`src/rtl/pen_jog_pkg.sv`:
```
// Shared types for the pen carriage jog controller:
// FSM states, jog request codes and a saturating counter step.
package pen_jog_pkg;

  typedef enum logic [2:0] {
    ST_IDLE  = 3'd0,
    ST_LIFT  = 3'd1,
    ST_JOG   = 3'd2,
    ST_LOWER = 3'd3,
    ST_DONE  = 3'd4
  } state_e;

  typedef enum logic [1:0] {
    REQ_NONE = 2'd0,
    REQ_POS  = 2'd1,
    REQ_NEG  = 2'd2
  } req_e;

  // One unit up or down, clamped to a signed w-bit range.
  function automatic logic signed [31:0] sat_step(
    input logic signed [31:0] a,
    input logic               neg,
    input int unsigned        w
  );
    logic signed [31:0] hi;
    logic signed [31:0] lo;
    hi = (32'sd1 <<< (w - 1)) - 32'sd1;
    lo = -hi - 32'sd1;
    if (neg) return (a <= lo) ? lo : a - 32'sd1;
    return (a >= hi) ? hi : a + 32'sd1;
  endfunction

endpackage

```
`src/rtl/jog_step_gen.sv`:
```
// Per-axis step generator: period counter, step toggle,
// direction setup suppression and rising-edge strobe.
module jog_step_gen
  import pen_jog_pkg::*;
#(
  parameter int CNT_W = 24
) (
  input  logic             clk,
  input  logic             rst,
  input  logic             clr_i,
  input  logic             en_i,
  input  logic             setup_i,
  input  logic [CNT_W-1:0] period_i,
  input  logic             dir_req_i,
  output logic             step_o,
  output logic             dir_o,
  output logic             tgl_o,
  output logic             rise_o
);

  logic [CNT_W-1:0] cnt_q, cnt_d;
  logic             step_q, dir_q, dir_d;

  always_comb begin
    cnt_d = cnt_q;
    dir_d = dir_q;
    tgl_o = 1'b0;
    if (!en_i) begin
      cnt_d = '0;
      if (!setup_i) dir_d = dir_req_i;
    end else begin
      dir_d = dir_req_i;
      // A reversal spends this cycle on setup only.
      if (setup_i && (dir_req_i != dir_q)) begin
        cnt_d = '0;
      end else if (cnt_q >= period_i - 1'b1) begin
        tgl_o = 1'b1;
        cnt_d = '0;
      end else begin
        cnt_d = cnt_q + 1'b1;
      end
    end
    if (clr_i) cnt_d = '0;
  end

  assign rise_o = tgl_o & ~step_q;
  assign step_o = step_q;
  assign dir_o  = dir_q;

  always_ff @(posedge clk or posedge rst) begin
    if (rst) begin
      cnt_q  <= '0;
      step_q <= 1'b0;
      dir_q  <= 1'b0;
    end else begin
      cnt_q  <= cnt_d;
      step_q <= step_q ^ tgl_o;
      dir_q  <= dir_d;
    end
  end

endmodule

```
`src/rtl/pen_jog_ctrl.sv`:
```
// Multi-axis manual jog controller: lift pen, jog axes,
// lower pen by the exact lifted distance, report offsets.
module pen_jog_ctrl
  import pen_jog_pkg::*;
#(
  parameter int N_AXIS      = 3,
  parameter int Z_AXIS      = 2,
  parameter int CNT_W       = 24,
  parameter int LIFT_EDGES  = 3200,
  parameter int LIFT_PERIOD = 10000,
  parameter int JOG_SLOW    = 300000,
  parameter int JOG_FAST    = 100000,
  parameter int POS_W       = 16
) (
  input  logic                    clk,
  input  logic                    rst,
  input  logic                    jog_req,
  input  logic                    ok,
  input  logic                    abort,
  input  logic                    fast,
  input  logic [N_AXIS-1:0]       up,
  input  logic [N_AXIS-1:0]       down,
  output logic [N_AXIS-1:0]       step,
  output logic [N_AXIS-1:0]       dir,
  output logic                    busy,
  output logic                    done,
  output logic [2:0]              state,
  output logic [N_AXIS*POS_W-1:0] jog_pos
);

  localparam int SW = 4 + 2 * N_AXIS;

  logic [SW-1:0]     raw, s1_q, s2_q;
  logic              req_prev_q, ok_prev_q;
  logic [N_AXIS-1:0] up_s, down_s;
  logic              fast_s, abort_s, ok_s, req_s;
  logic              req_rise, ok_rise;

  assign raw    = {jog_req, ok, abort, fast, up, down};
  assign down_s = s2_q[N_AXIS-1:0];
  assign up_s   = s2_q[2*N_AXIS-1:N_AXIS];
  assign fast_s = s2_q[2*N_AXIS];
  assign abort_s = s2_q[2*N_AXIS+1];
  assign ok_s   = s2_q[2*N_AXIS+2];
  assign req_s  = s2_q[2*N_AXIS+3];
  assign req_rise = req_s & ~req_prev_q;
  assign ok_rise  = ok_s & ~ok_prev_q;

  state_e                  state_q, state_d;
  logic                    busy_q, done_q, clr;
  logic [CNT_W-1:0]        lift_q, lift_d;
  logic signed [POS_W-1:0] pos_q [N_AXIS];
  logic signed [POS_W-1:0] pos_d [N_AXIS];
  req_e                    rq [N_AXIS];
  logic [N_AXIS-1:0]       en, setup, drq, tgl, rise;
  logic [CNT_W-1:0]        per [N_AXIS];

  always_comb begin
    for (int i = 0; i < N_AXIS; i++) begin
      unique case ({up_s[i], down_s[i]})
        2'b10:   rq[i] = REQ_POS;
        2'b01:   rq[i] = REQ_NEG;
        default: rq[i] = REQ_NONE;
      endcase
    end
  end

  always_comb begin
    for (int i = 0; i < N_AXIS; i++) begin
      en[i]    = 1'b0;
      setup[i] = 1'b1;
      drq[i]   = 1'b0;
      per[i]   = CNT_W'(JOG_SLOW);
      if (state_q == ST_JOG) begin
        en[i]  = (rq[i] != REQ_NONE);
        drq[i] = (rq[i] == REQ_POS);
        per[i] = fast_s ? CNT_W'(JOG_FAST)
                        : CNT_W'(JOG_SLOW);
      end else if (i == Z_AXIS) begin
        per[i] = CNT_W'(LIFT_PERIOD);
        if (state_q == ST_LIFT) begin
          en[i]    = 1'b1;
          setup[i] = 1'b0;
          drq[i]   = 1'b1;
        end else if (state_q == ST_LOWER) begin
          en[i]    = (lift_q != '0);
          setup[i] = 1'b0;
        end
      end
    end
  end

  for (genvar g = 0; g < N_AXIS; g++) begin : g_ax
    jog_step_gen #(.CNT_W(CNT_W)) u_gen (
      .clk       (clk),
      .rst       (rst),
      .clr_i     (clr),
      .en_i      (en[g]),
      .setup_i   (setup[g]),
      .period_i  (per[g]),
      .dir_req_i (drq[g]),
      .step_o    (step[g]),
      .dir_o     (dir[g]),
      .tgl_o     (tgl[g]),
      .rise_o    (rise[g])
    );
  end

  always_comb begin
    state_d = state_q;
    lift_d  = lift_q;
    pos_d   = pos_q;
    unique case (state_q)
      ST_IDLE: if (req_rise) begin
        state_d = ST_LIFT;
        lift_d  = '0;
        for (int i = 0; i < N_AXIS; i++) pos_d[i] = '0;
      end
      ST_LIFT: begin
        if (tgl[Z_AXIS]) lift_d = lift_q + 1'b1;
        if (abort_s) state_d = ST_LOWER;
        else if (lift_q == CNT_W'(LIFT_EDGES))
          state_d = ST_JOG;
      end
      ST_JOG: begin
        for (int i = 0; i < N_AXIS; i++) begin
          if (rise[i]) pos_d[i] = POS_W'(sat_step(
            {{(32-POS_W){pos_q[i][POS_W-1]}}, pos_q[i]},
            rq[i] == REQ_NEG, POS_W));
        end
        if (ok_rise || abort_s) state_d = ST_LOWER;
      end
      ST_LOWER: begin
        if (tgl[Z_AXIS]) lift_d = lift_q - 1'b1;
        if (lift_q == '0) state_d = ST_DONE;
      end
      ST_DONE: state_d = ST_IDLE;
      default: state_d = ST_IDLE;
    endcase
  end

  assign clr = (state_d != state_q);

  always_ff @(posedge clk or posedge rst) begin
    if (rst) begin
      s1_q       <= '0;
      s2_q       <= '0;
      req_prev_q <= 1'b0;
      ok_prev_q  <= 1'b0;
      state_q    <= ST_IDLE;
      busy_q     <= 1'b0;
      done_q     <= 1'b0;
      lift_q     <= '0;
      for (int i = 0; i < N_AXIS; i++) pos_q[i] <= '0;
    end else begin
      s1_q       <= raw;
      s2_q       <= s1_q;
      req_prev_q <= req_s;
      ok_prev_q  <= ok_s;
      state_q    <= state_d;
      busy_q     <= (state_d != ST_IDLE);
      done_q     <= (state_d == ST_DONE);
      lift_q     <= lift_d;
      pos_q      <= pos_d;
    end
  end

  assign busy  = busy_q;
  assign done  = done_q;
  assign state = state_q;

  always_comb begin
    jog_pos = '0;
    for (int i = 0; i < N_AXIS; i++)
      jog_pos[i*POS_W +: POS_W] = pos_q[i];
  end

endmodule

```
`config.mk`:
```
export PLATFORM = sky130hd
export DESIGN_NAME = pen_jog_ctrl
export DESIGN_NICKNAME = d
export VERILOG_FILES = /design/src/rtl/pen_jog_pkg.sv /design/src/rtl/jog_step_gen.sv /design/src/rtl/pen_jog_ctrl.sv
export SDC_FILE = /design/constraint.sdc
export NUM_CORES = 1
export LEC_CHECK = 0
export ABC_AREA = 1
export CORE_MARGIN = 2
export CORE_UTILIZATION = 40
export CTS_CLUSTER_SIZE = 25
export DETAILED_ROUTE_END_ITERATION = 6
export GPL_TIMING_DRIVEN = 0
export PLACE_DENSITY = 0.63
export SYNTH_ARGS = -nofsm -noshare
export SYNTH_HDL_FRONTEND = slang
export SYNTH_SLANG_ARGS = --single-unit
```
`constraint.sdc`:
```
create_clock -name clk -period 15 [get_ports clk]
set_input_delay 3 -clock clk [delete_from_list [all_inputs] [get_ports clk]]
set_output_delay 3 -clock clk [all_outputs]
set_load 0.01 [all_outputs]
```
==> qor.csv, run 1 <==
stage,metric,value,unit
floorplanning,die-height,183,um
detailed_routing,wl_per_cell,13.9,um
placement,place_inst,2318,
pwr,p_per_area,192,nW/um^2
layout,nFillCells,3144,
clocking,root_buffer,clkbuf_16,
layout,diodes,0,
floorplanning,die_x,183,um
critical_path,arrival,5620,ps
timing,min_period,5260,ps
pwr,comb_power_share,0.595,
clocking,clock_sinks,177,
critical_path,path_cells,inv_2 -> nor2_8 -> inv_4 -> nor2_1 -> inv_1 -> ha_1 -> inv_1 -> nor4_1 -> nand3_1 -> nand3_1 -> nand2_1 -> inv_1 -> ha_1 -> nor2_1 -> nor2_1 -> nand2_1 -> inv_1 -> nand2_2 -> inv_1 -> o211ai_1 -> o21ai_0,
floorplanning,num_rows,65,
global_route,grt.total_usage,0.204,
critical_path,ff2ff_setup_slack,9740,ps
timing,fin_crit_sh,0.351,
synth,ys_warn_count,0,
global_route,grt_pass1_wl,56300,um
synth,synth_most_common_cell,nand2_1,
global_route,grt-ovfl-total,0,
floorplanning,io_pins,71,
detailed_routing,drt_iter0_drc,937,
timing,tightest_slew,1260,ps
detailed_routing,routed_via_density,5.10,
layout,drive_gt1_frac,0.0683,
detailed_routing,wirelength,32700,um
detailed_routing,drc,0,
detailed_routing,dr.pass1.iters,6,
timing,fmaxAchievable,0.190,GHz
clocking,htreeDepth,4,
pwr,seqPwrFrac,0.245,
synth,netlist_instances,1833,
synth,synth_top_area_frac,0.344,
flow_run,maxCapViolations,0,
placement,pre_cts_ws,9710,ps
clocking,cts_buffer_depth,2,
timing,setup_tns,0,ps
pwr,p_switching,1.40,mW
min_path,hp-class,reg2reg,
critical_path,setup.worst_path.end_class,register,
detailed_routing,vias,12000,
timing,finalClockSkew,15.8,ps
pwr,finalPower,2.82,mW
timing,hold_violations,0,
synth,synth_seq_cells,177,
placement,io_buffers,70,
floorplanning,core_area,31600,um^2
synth,synthDistinctLibCells,49,
critical_path,critPathMaxFanout,12,
pwr,ir_drop,0.0938,mV
clocking,cts_resized,0,
status,outcome,"finished, final reports clean",
detailed_routing,ant_nets,0,
synth,synthesis.area,12900,um^2
clocking,cts-buffers-inserted,17,
synth,ys.flop_type,dfrtp_1,
critical_path,slowest_delay,970,ps
clocking,post-cts-setup-buffer-count,0,
timing,relSlewSlack,0.158,
timing,setup_ws,9740,ps
layout,final_cells,2350,
clocking,clk_latency,440,ps
timing,setup_viol,0,
global_route,grt_pass1_vias,11600,
clocking,cts_tree,built,
floorplanning,start_util,0.407,
synth,synth_common_cells,"nand2_1 (471), inv_1 (217), nor2_1 (216)",
layout,area_growth,14.5,%
critical_path,criticalPathCategory,reg2reg,
placement,place_hpwl,24100,um
pwr,swShare,0.498,
synth,synth-edff-count,0,
synth,syn_avg_cell_area,7.02,um^2
placement,place_congestion,0.934,
pwr,pwr-share-clk,0.160,
synth,yosysSeqAreaShare,0.344,
timing,maxSlewViolCount,0,
placement,placed_area,14200,um^2
critical_path,crit_path_frequent_cell,inv_1,
critical_path,cp-start-kind,register,
clocking,cts.reportedPaths.clkPinSlew,80,ps
layout,nets,2012,
global_route,antenna_found_initial,0,
layout,fin_util,0.466,
pwr,p_int,1.42,mW
timing,rsz0062_at_grt,false,
critical_path,cp.required,15360,ps
layout,postLayoutCellArea,14700,um^2
global_route,grt_max_degree,94,
synth,yosys-top-cells-area,"dfrtp_1 (34%), nand2_1 (14%), nand3_1 (6.9%)",
synth,async_flop_share,1.00,
clocking,postCtsHoldBufs,0,
timing,timing.hold.ws,346,ps
synth,synth.largest_area_cell,dfrtp_1,
pwr,p_leak,7.20,nW
critical_path,slowest_stage,nor2_1,
floorplanning,dieArea,33600,um^2
state kept, by name, indices dropped and copies added (netlist names), 3 cells and up:
name	count
g_ax.u_gen.cnt_q	72
jog_pos	48
lift_q	24
s1_q	10
s2_q	10
g_ax.u_gen.dir_o	3
g_ax.u_gen.step_o	3
state	3
cell type report:
cell class / instances / area, um^2 / share of cell area
Buffer: 53 / 303 / 0.0205
Clock buffer: 18 / 439 / 0.0298
Clock inverter: 14 / 144 / 0.00976
Inverter: 227 / 862 / 0.0585
Multi-Input combinational cell: 1388 / 7330 / 0.497
Sequential cell: 177 / 4430 / 0.301
Tap cell: 402 / 503 / 0.0341
Timing Repair Buffer: 71 / 728 / 0.0494
worst max-delay path: cells and delay by family (launching register included):
kind,cells,cell delay [ps]
flip-flops,1,450
AND/OR/NAND/NOR,10,2680
buffers and inverters,7,1270
adder cells (fa/ha/maj),2,570
AO/OA/AOI/OAI,2,190
path summary, 6_finish.rpt:
| path | start | endpoint | cells past startpoint |
|---|---|---|---|
| worst min register to register | s1_q[7] | s2_q[7] | 0 |
| worst min-delay path | s1_q[7] | s2_q[7] | 0 |
| min in group asynchronous | rst | jog_pos[7] | 2 |
| worst max-delay path | state[1] | jog_pos[8] | 21 |
| max in group asynchronous | rst | busy | 3 |
| worst max register to register | state[1] | jog_pos[8] | 21 |
power by group through the flow:
stage                     Clock [mW]  Sequential [mW]  Combinational (mW)
after floorplan                    0            0.700                1.17
after global placement             0            0.700                1.64
after detailed placement           0            0.700                1.67
after CTS                      0.464            0.692                1.68
after global routing           0.483            0.709                1.91
final                          0.451            0.691                1.68
cells in the final DEF, fill, tap and decap left out, types with 6 or more instances in the layout:
cell type	Yosys	routed
inv_1	217	216
nor2_2	10	10
clkdlybuf4s50_1	0	70
nor3_2	21	21
xor2_1	85	85
nor4_1	12	12
conb_1	1	13
nand3_1	178	178
ha_1	64	64
nand4_1	43	43
xnor2_1	20	20
o21ai_0	86	86
clkbuf_16	0	17
buf_4	13	13
buf_2	20	20
a21oi_1	33	33
nor2_1	216	216
nand2_2	6	6
nand2_1	471	471
nor3_1	74	74
clkbuf_1	14	14
inv_2	8	8
dfrtp_1	177	177
nand3b_1	9	9
logic make-up (layout without fill, tap and decap cells):
| group | count (synthesis) | in the layout | synth area share |
|---|---|---|---|
| simple gates | 1062 | 1062 | 0.369 |
| buf+inv | 280 | 383 | 0.0899 |
| flops | 177 | 177 | 0.344 |
| compound gates | 141 | 141 | 0.0593 |
| xor+xnor | 105 | 105 | 0.0715 |
| fa+ha+maj | 65 | 65 | 0.0638 |
| mux | 2 | 2 | 0.00175 |
| other cells | 1 | 13 | 0.000291 |
routing by layer:
metal	wire [um]	track usage
met4	484	0.0550
met5	0	0
met2	14800	0.327
met3	1490	0.0330
met1	16000	0.287
No activity file was read; power rests on OpenSTA's default activity.
==> run 2, diff against run 1 <==
PLACE_DENSITY = 0.65   (was 0.63)
clock period = 4.4 ns   (was 15 ns; I/O delays follow)
==> qor.csv, run 2 (synthesis gave the netlist of run 1 again) <==
stage,metric,value,unit,change
status,outcome,"finished, final reports clean",,unchanged
layout,regMostFlops,g_ax.u_gen.cnt_q,,unchanged
floorplanning,io_pins,71,,unchanged
timing,min_period,3960,ps,was 5260 ps
min_path,whs_endpoint,s2_q[8],,was s2_q[7]
layout,drive_gt1_frac,0.0712,,was 0.0683
timing,setup_ws,438,ps,was 9740 ps
min_path,min_path_cells,0,,unchanged
critical_path,cp.required,4770,ps,was 15360 ps
critical_path,slowest_delay,420,ps,was 970 ps
layout,largest_register_ffs,72,,unchanged
min_path,hold_start,s1_q[8],,was s1_q[7]
critical_path,arrival,4330,ps,was 5620 ps
clocking,root_buffer,clkbuf_16,,unchanged
clocking,cts_buffer_depth,2,,unchanged
detailed_routing,wirelength,32900,um,was 32700 um
critical_path,cp-start-kind,register,,unchanged
detailed_routing,drc,0,,unchanged
flow_run,maxCapViolations,0,,unchanged
timing,fin_crit_sh,0.900,,was 0.351
critical_path,rr_worst_depth,22,,was 21
critical_path,crit_path_frequent_cell,inv_1,,unchanged
placement,place_congestion,0.945,,was 0.934
min_path,hp-class,reg2reg,,unchanged
placement,io_buffers,70,,unchanged
clocking,cts.reportedPaths.clkPinSlew,80,ps,about the same
critical_path,r2r-start,state[2],,was state[1]
timing,maxSlewViolCount,0,,unchanged
detailed_routing,vias,12000,,about the same
critical_path,cp_top_family,simple AND/OR/NAND/NOR gates,,unchanged
critical_path,criticalPathCategory,reg2reg,,unchanged
timing,setup_viol,0,,unchanged
timing,fmaxAchievable,0.252,GHz,was 0.190 GHz
detailed_routing,ant_nets,0,,unchanged
pwr,p_per_area,657,nW/um^2,was 192 nW/um^2
clocking,clk_latency,450,ps,was 440 ps
timing,relSlewSlack,0.171,,was 0.158
global_route,grt_pass1_wl,56200,um,was 56300 um
detailed_routing,wl_per_cell,14.0,um,was 13.9 um
clocking,cts-buffers-inserted,17,,unchanged
clocking,postCtsHoldBufs,0,,unchanged
timing,hold_violations,0,,unchanged
critical_path,path_cells,inv_2 -> nand2_2 -> nor2_8 -> inv_4 -> nor2_4 -> inv_1 -> ha_1 -> inv_1 -> nor4_1 -> nand3_1 -> nand3_1 -> nand2_1 -> inv_1 -> ha_1 -> nor2_1 -> nor2_1 -> nand2_1 -> inv_1 -> nand2_2 -> inv_1 -> o211ai_1 -> o21ai_0,,was inv_2 -> nor2_8 -> inv_4 -> nor2_1 -> inv_1 -> ha_1 -> inv_1 -> nor4_1 -> nand3_1 -> nand3_1 -> nand2_1 -> inv_1 -> ha_1 -> nor2_1 -> nor2_1 -> nand2_1 -> inv_1 -> nand2_2 -> inv_1 -> o211ai_1 -> o21ai_0
critical_path,ff2ff_setup_slack,440,ps,was 9740 ps
global_route,grt-ovfl-total,0,,unchanged
critical_path,setup.worst_path.end_class,register,,unchanged
pwr,ir_drop,0.332,mV,was 0.0938 mV
floorplanning,die_x,183,um,unchanged
clocking,clock_sinks,177,,unchanged
floorplanning,dieArea,33600,um^2,unchanged
layout,layout_commonest_cell,nand2_1,,unchanged
global_route,grt_pass1_vias,11600,,about the same
timing,finalClockSkew,15.3,ps,was 15.8 ps
detailed_routing,routed_via_density,5.09,,was 5.10
global_route,grt_max_degree,41,,was 94
critical_path,path_buf_inv,7,,unchanged
layout,final_cell_mix,"nand2_1 (471), inv_1 (216), nor2_1 (215)",,"was nand2_1 (471), inv_1 (216), nor2_1 (216)"
floorplanning,die-height,183,um,unchanged
critical_path,critPathMaxFanout,12,,unchanged
floorplanning,start_util,0.407,,unchanged
layout,diodes,0,,unchanged
critical_path,slowest_stage,dfrtp_1,,was nor2_1
timing,tightest_slew,1240,ps,was 1260 ps
layout,area_growth,15.4,%,was 14.5%
global_route,grt.total_usage,0.204,,about the same
placement,place_hpwl,24800,um,was 24100 um
floorplanning,num_rows,65,,unchanged
pwr,p_leak,7.25,nW,was 7.20 nW
layout,nFillCells,3195,,was 3144
clocking,cts_tree,built,,unchanged
placement,pre_cts_ws,-575,ps,was 9710 ps
timing,timing.hold.ws,344,ps,was 346 ps
detailed_routing,drt_iter0_drc,701,,was 937
global_route,antenna_found_initial,0,,unchanged
detailed_routing,dr.pass1.iters,6,,unchanged
clocking,htreeDepth,4,,unchanged
layout,nets,2017,,was 2012
critical_path,r2r_end,jog_pos[8],,unchanged
timing,rsz0062_at_grt,false,,unchanged
floorplanning,core_area,31600,um^2,unchanged
[run 2: worst max-delay path by stage]
stage,from,end,slack [ps],cells after the start
floorplan,state[2],jog_pos[8],1080,22
global placement,state[0],jog_pos[8],-570,22
detailed placement,state[0],jog_pos[8],-580,22
CTS,state[2],jog_pos[8],150,22
global route,state[2],jog_pos[8],40,22
finish,state[2],jog_pos[8],440,22
[run 2: worst register-to-register path, stage by stage, from the launching register on]
cell and delay [ps]:
dfrtp_1 420, inv_2 100, nand2_2 90, nor2_8 240
inv_4 160, nor2_4 210, inv_1 190, ha_1 330
inv_1 40, nor4_1 400, nand3_1 160, nand3_1 100
nand2_1 50, inv_1 50, ha_1 170, nor2_1 60
nor2_1 260, nand2_1 90, inv_1 230, nand2_2 180
inv_1 170, o211ai_1 100, o21ai_0 90
[run 2: metal layers]
metal  routed length [um]  up-vias  global-route usage
met5                    0        -                   0
met4                  621        0              0.0704
met3                 1370       39              0.0270
met2                15100      271               0.333
met1                15900     5575               0.279
li1                     -     6109                   -
[run 2: layout make-up]
type                            instances  area [um^2]  share of cell area
Timing Repair Buffer                   76          808              0.0544
Multi-Input combinational cell       1388         7330               0.494
Sequential cell                       177         4430               0.298
Clock buffer                           17          425              0.0286
Inverter                              227          858              0.0578
Clock inverter                         15          191              0.0129
Tap cell                              402          503              0.0339
Buffer                                 53          303              0.0204
[run 2: power by group]
group | switching [mW] | leakage [nW] | internal (mW) | total, mW
clock network | 0.756 | 0.297 | 0.870 | 1.63
logic | 3.64 | 4.61 | 2.12 | 5.76
registers | 0.409 | 2.35 | 1.96 | 2.36
total | 4.80 | 7.25 | 4.95 | 9.75
[run 2: repair_timing]
action                     in CTS  in global routing
setup endpoints to repair      48                 29
gates resized for setup         2                  0
pin swaps                       0                  1
buffers inserted                0                  1
[run 2: stage by stage]
| stage | utilization | area [um^2] | cells | TNS, ps | power, mW |
|---|---|---|---|---|---|
| after floorplan | - | 12900 | 1845 | 0 | 6.36 |
| after global placement | 0.446 | 14100 | 2317 | -80540 | 8.00 |
| after detailed placement | 0.450 | 14200 | 2322 | -17460 | 8.10 |
| after global routing | 0.469 | 14900 | 2355 | 0 | 10.7 |
| final | 0.469 | 14900 | 2355 | 0 | 9.75 |
| after CTS | 0.469 | 14800 | 2354 | 0 | 9.77 |
==> RTL edit 1, RTL diff (config.mk and constraints of run 2) <==
Make the reset (`rst`) synchronous in 2 clocked blocks.
--- a/src/rtl/jog_step_gen.sv
+++ b/src/rtl/jog_step_gen.sv
@@ -47,7 +47,7 @@
   assign step_o = step_q;
   assign dir_o  = dir_q;
 
-  always_ff @(posedge clk or posedge rst) begin
+  always_ff @(posedge clk) begin
     if (rst) begin
       cnt_q  <= '0;
       step_q <= 1'b0;
--- a/src/rtl/pen_jog_ctrl.sv
+++ b/src/rtl/pen_jog_ctrl.sv
@@ -141,7 +141,7 @@
 
   assign clr = (state_d != state_q);
 
-  always_ff @(posedge clk or posedge rst) begin
+  always_ff @(posedge clk) begin
     if (rst) begin
       s1_q       <= '0;
       s2_q       <= '0;
Formal check against the unedited RTL: differs if rst is asserted again (counterexample within 4 cycles, from zero or initial values and one cycle with rst high); with rst held inactive, the same outputs for 10 cycles.
==> RTL edit 1 against run 2 <==
  * The flow now finishes with violations (DRC)
  * Wire length fell by 0.97%
  * Worst setup slack worse by 74 ps
  * Sequential share of layout area fell by 4.1 points
  * Sequential cell count stayed put
  * Critical path type unchanged
  * Global-route usage is 0.78 points higher
  * Area after synthesis shrank 7.4%
  * First-iteration DRC count is 26% higher
  * Critical endpoint is now jog_pos[25]
  * Critical path depth shrank 3
  * Die area decreased by 7.2%
  * Clock skew down 1.6 ps
  * Cell area shrank 7.1%
Power is not compared: it rests on default switching activity, and its combinational part moved more than twofold at a synthesized area within 25%.
==> RTL edit 1: results (changes against run 2) <==
[critical_path]
cpPeakStageDelay_ps = 440  ; +20 ps
arrival_ps = 4400  ; +70 ps
cp_num_cells = 19  ; -14%
r2r-start = state[1]
r2r_cells = 19  ; -14%
r2r_slack_ps = 360  ; -70 ps
r2r_end = jog_pos[25]
critPathSlowestCell = dfxtp_1

[grt]
grtUsageMet2_pct = 34.4  ; +1.1 points
grt_pass1_vias = 11342  ; -2.4%
grt_max_degree = 28  ; -32%
met1_usage_pct = 28.8  ; +0.87 points

[yosys]
ys_top_cells_by_area = dfxtp_1 (30%), nand2_1 (14%), nor2_1 (8.5%)
synth_compound_area_share_pct = 10.5  ; +4.5 points
synth_cell_type_count = 43  ; -12%
netlist_instances = 1870  ; +2.0%
muxShareOfSynthArea_pct = 0  ; -0.18 points
yosys-top-cells-count = nand2_1 (441), nor2_1 (271), inv_1 (238)
seq_area_frac_synth_pct = 29.7  ; -4.7 points
async_reset_ff_share_pct = 0  ; -100 points
yosys.area_share.xor_xnor_pct = 6.47  ; -0.68 points

[place]
pre_cts_slack_ps = -498  ; +77.3 ps
placed_area_sq_um = 13200  ; -7.5%
place_hpwl_um = 24700  ; -0.36%

[routing]
first_pass_iters = 7  ; +1
met1_length_um = 15600  ; -1.6%
drcViolationCount = 7  ; +7
vias = 12161  ; +1.4%
wl_um = 32600  ; -0.97%
drtIter0Drc = 884  ; +26%
wl_met2_um = 14600  ; -2.8%

[cells_and_area]
nFillCells = 3069  ; -3.9%
nets = 2052  ; +1.7%

[run_status]
outcome = finished with violations
violations = DRC

[timing]
fin_worst_skew_ps = 13.7  ; -1.57 ps

[min_path]
min-delay-start = s1_q[0]

==> RTL edit 1: changes by cell type after synthesis, moves of 30 or more <==
cell | before | now
a21oi_1 | 33 | 118
dfrtp_1 | 177 | 0
dfxtp_1 | 0 | 177
nand2_1 | 471 | 441
nand3_1 | 178 | 148
nor2_1 | 216 | 271
==> RTL edit 1: area by class of cell <==
type	instances	area, sq um	area share [%]
well taps	390	488	3.54
repair buffers	74	731	5.30
flip-flops and latches	177	3540	25.7
plain buffers	56	299	2.17
clock buffers	18	429	3.11
clock inverters	14	173	1.25
multi-input cells	1404	7210	52.3
inverters	245	922	6.69
==> RTL edit 1: power by group through the flow <==
stage               sequential [mW]  combinational (mW)  clock [mW]
CTS                            1.65               0.217        1.61
detailed placement             1.69               0.215           0
global route                   1.65               0.246        1.67
floorplan                      1.68               0.144           0
finish                         1.65               0.220        1.57
global placement               1.69               0.213           0
==> RTL edit 2, RTL diff (config.mk and constraints of run 2) <==
Without the edit above. The parameter `N_AXIS` goes from 3 to 6.
--- a/src/rtl/pen_jog_ctrl.sv
+++ b/src/rtl/pen_jog_ctrl.sv
@@ -3,7 +3,7 @@
 module pen_jog_ctrl
   import pen_jog_pkg::*;
 #(
-  parameter int N_AXIS      = 3,
+  parameter int N_AXIS      = 6,
   parameter int Z_AXIS      = 2,
   parameter int CNT_W       = 24,
   parameter int LIFT_EDGES  = 3200,
Interface: changed (5 resized); port bits go from 71 to 131. The function was not compared with the original's and may differ.
==> RTL edit 2 against run 2 <==
  * Cell area rose by 71%
  * Area after synthesis is 67% higher
  * Die area grew 65%
  * Worst setup slack lost 72 ps
  * Sequential cell count grew 138
  * Wire length grew 73%
  * Power up 74%
  * Largest cell class unchanged
==> RTL edit 2: results (changes against run 2) <==
[run_status]
outcome = complete, no violations

[cells_and_area]
seq_cells = 315  ; +78%
finalNonFillerCells = 3871  ; +64%
inverters_excl_clock = 334  ; +47%
multi_input_area_share_pct = 46.9  ; -2.4 points
nFillCells = 5259  ; +65%
layout-drive-gt1-share_pct = 6.41  ; -0.71 points
clockBufferCount = 55  ; +38
utilization_pct = 48.1  ; +1.1 points
buf_share_pct = 7.94  ; +0.46 points
signal_buffers = 237  ; +84%
nMultiInputCombCells = 2226  ; +60%
largest_register_ffs = 144  ; +100%
seqCellArea_sq_um = 7880  ; +78%
clk_share_pct = 5.67  ; +1.5 points

[power_and_ir_drop]
comb_power_mw = 9.23  ; +60%
peakVddDrop_mv = 0.439  ; +32%
p_leak_nw = 11.7  ; +62%
clockPowerShare_pct = 21.0  ; +4.3 points
p_sw_share_pct = 45.9  ; -3.4 points
intPower_mw = 9.21  ; +86%

[yosys]
synth_cell_type_count = 51  ; +4.1%
seq_area_frac_synth_pct = 36.8  ; +2.4 points
yosys-top-cells-count = nand2_1 (625), nor2_1 (338), inv_1 (318)
yosys_warnings = 0  ; unchanged
synth.avg_cell_area_sq_um = 7.29  ; +3.8%
ys_top_cells_by_area = dfrtp_1 (37%), nand2_1 (11%), xor2_1 (6.3%)

[grt]
antenna_found_initial = 0  ; unchanged
grt_pass1_wl_um = 95100  ; +69%
grt.total_usage_pct = 20.5  ; +0.050 points
grt_pass1_vias = 18933  ; +63%
grt_max_degree = 43  ; +4.9%

[place]
place_hpwl_um = 41800  ; +68%
placed_area_sq_um = 23800  ; +68%
io_buffers = 130  ; +86%
dp_cells = 3791  ; +63%
pre_cts_slack_ps = -917  ; -341 ps

[clock_tree]
cts_max_level = 2  ; -2
clockBufferDepth = 3  ; +1
cts_made_buffers = 40  ; +23
clk_transition_reported_paths_ps = 60  ; -20 ps
clock_latency_ps = 570  ; +120 ps

[timing]
slew_headroom_pct = 55.6  ; +39 points
fin_worst_skew_ps = 24.9  ; +9.57 ps

[routing]
drtIter0Drc = 1342  ; +91%
avgViaCountPerCell = 5.13  ; +0.72%
wl_um = 56900  ; +73%

[min_path]
hp-class = reg2reg
min-delay-start = s1_q[0]

[critical_path]
cpLargestDelayFamily = buffers and inverters
arrival_ps = 4510  ; +180 ps
cpPeakStageDelay_ps = 440  ; +20 ps
path_max_fanout = 13  ; +1
crit_start = state[0]

[floorplanning]
core_area_sq_um = 52800  ; +67%

==> RTL edit 2: cell count changes after synthesis, sizes merged, moves of 36 or more <==
cell	run 2	this run
ha	64	100
nand3	180	244
o21ai	89	208
nand2	477	627
inv	226	330
nand4	44	89
xor2	85	154
dfrtp	177	315
nor3	97	208
a21oi	33	73
nor2	228	351
==> RTL edit 2: worst paths after layout <==
check	endpoint	slack, ps	cells after the start
max	jog_pos[83]	370	19
min	s2_q[0]	350	0
max reg2reg	jog_pos[83]	370	19
min reg2reg	s2_q[0]	350	0
max in group asynchronous	jog_pos[20]	2480	5
min in group asynchronous	s1_q[9]	760	2
==> RTL edit 2: through the flow <==
step	hold slack, ps	setup TNS, ps
floorplan	331	-213210
global placement	333	-1029380
CTS	347	0
finish	346	0
global route	351	0
detailed placement	335	-62520
==> RTL edit 2: metal layers <==
metal	track usage, %	up-vias	routed length [um]
met1	28.4	9246	27000
met2	33.7	430	26200
li1	-	10107	-
met3	2.83	73	2620
met5	0	-	0
met4	5.08	0	1070
==> RTL edit 2: what timing repair did <==
action,4_1_cts,5_1_grt
buffers inserted,4,6
pin swaps,0,2
endpoints found under the hold margin,0,0
endpoints found under the setup margin,96,63
gates cloned,1,0
resized for setup,4,10
==> RTL edit 2: kinds of logic (layout without fill, tap and decap cells) <==
group / count (synthesis) / count (layout) / share of synthesized area, %
AOI/OAI and AO/OA: 352 / 352 / 9.00
DFF: 315 / 315 / 36.8
other: 1 / 25 / 0.0175
and+or+nand+nor: 1555 / 1555 / 32.2
buffers and inverters: 424 / 642 / 8.08
xor gates and xnor gates: 188 / 188 / 7.68
adders and majority gates: 101 / 101 / 5.93
muxes: 5 / 5 / 0.263
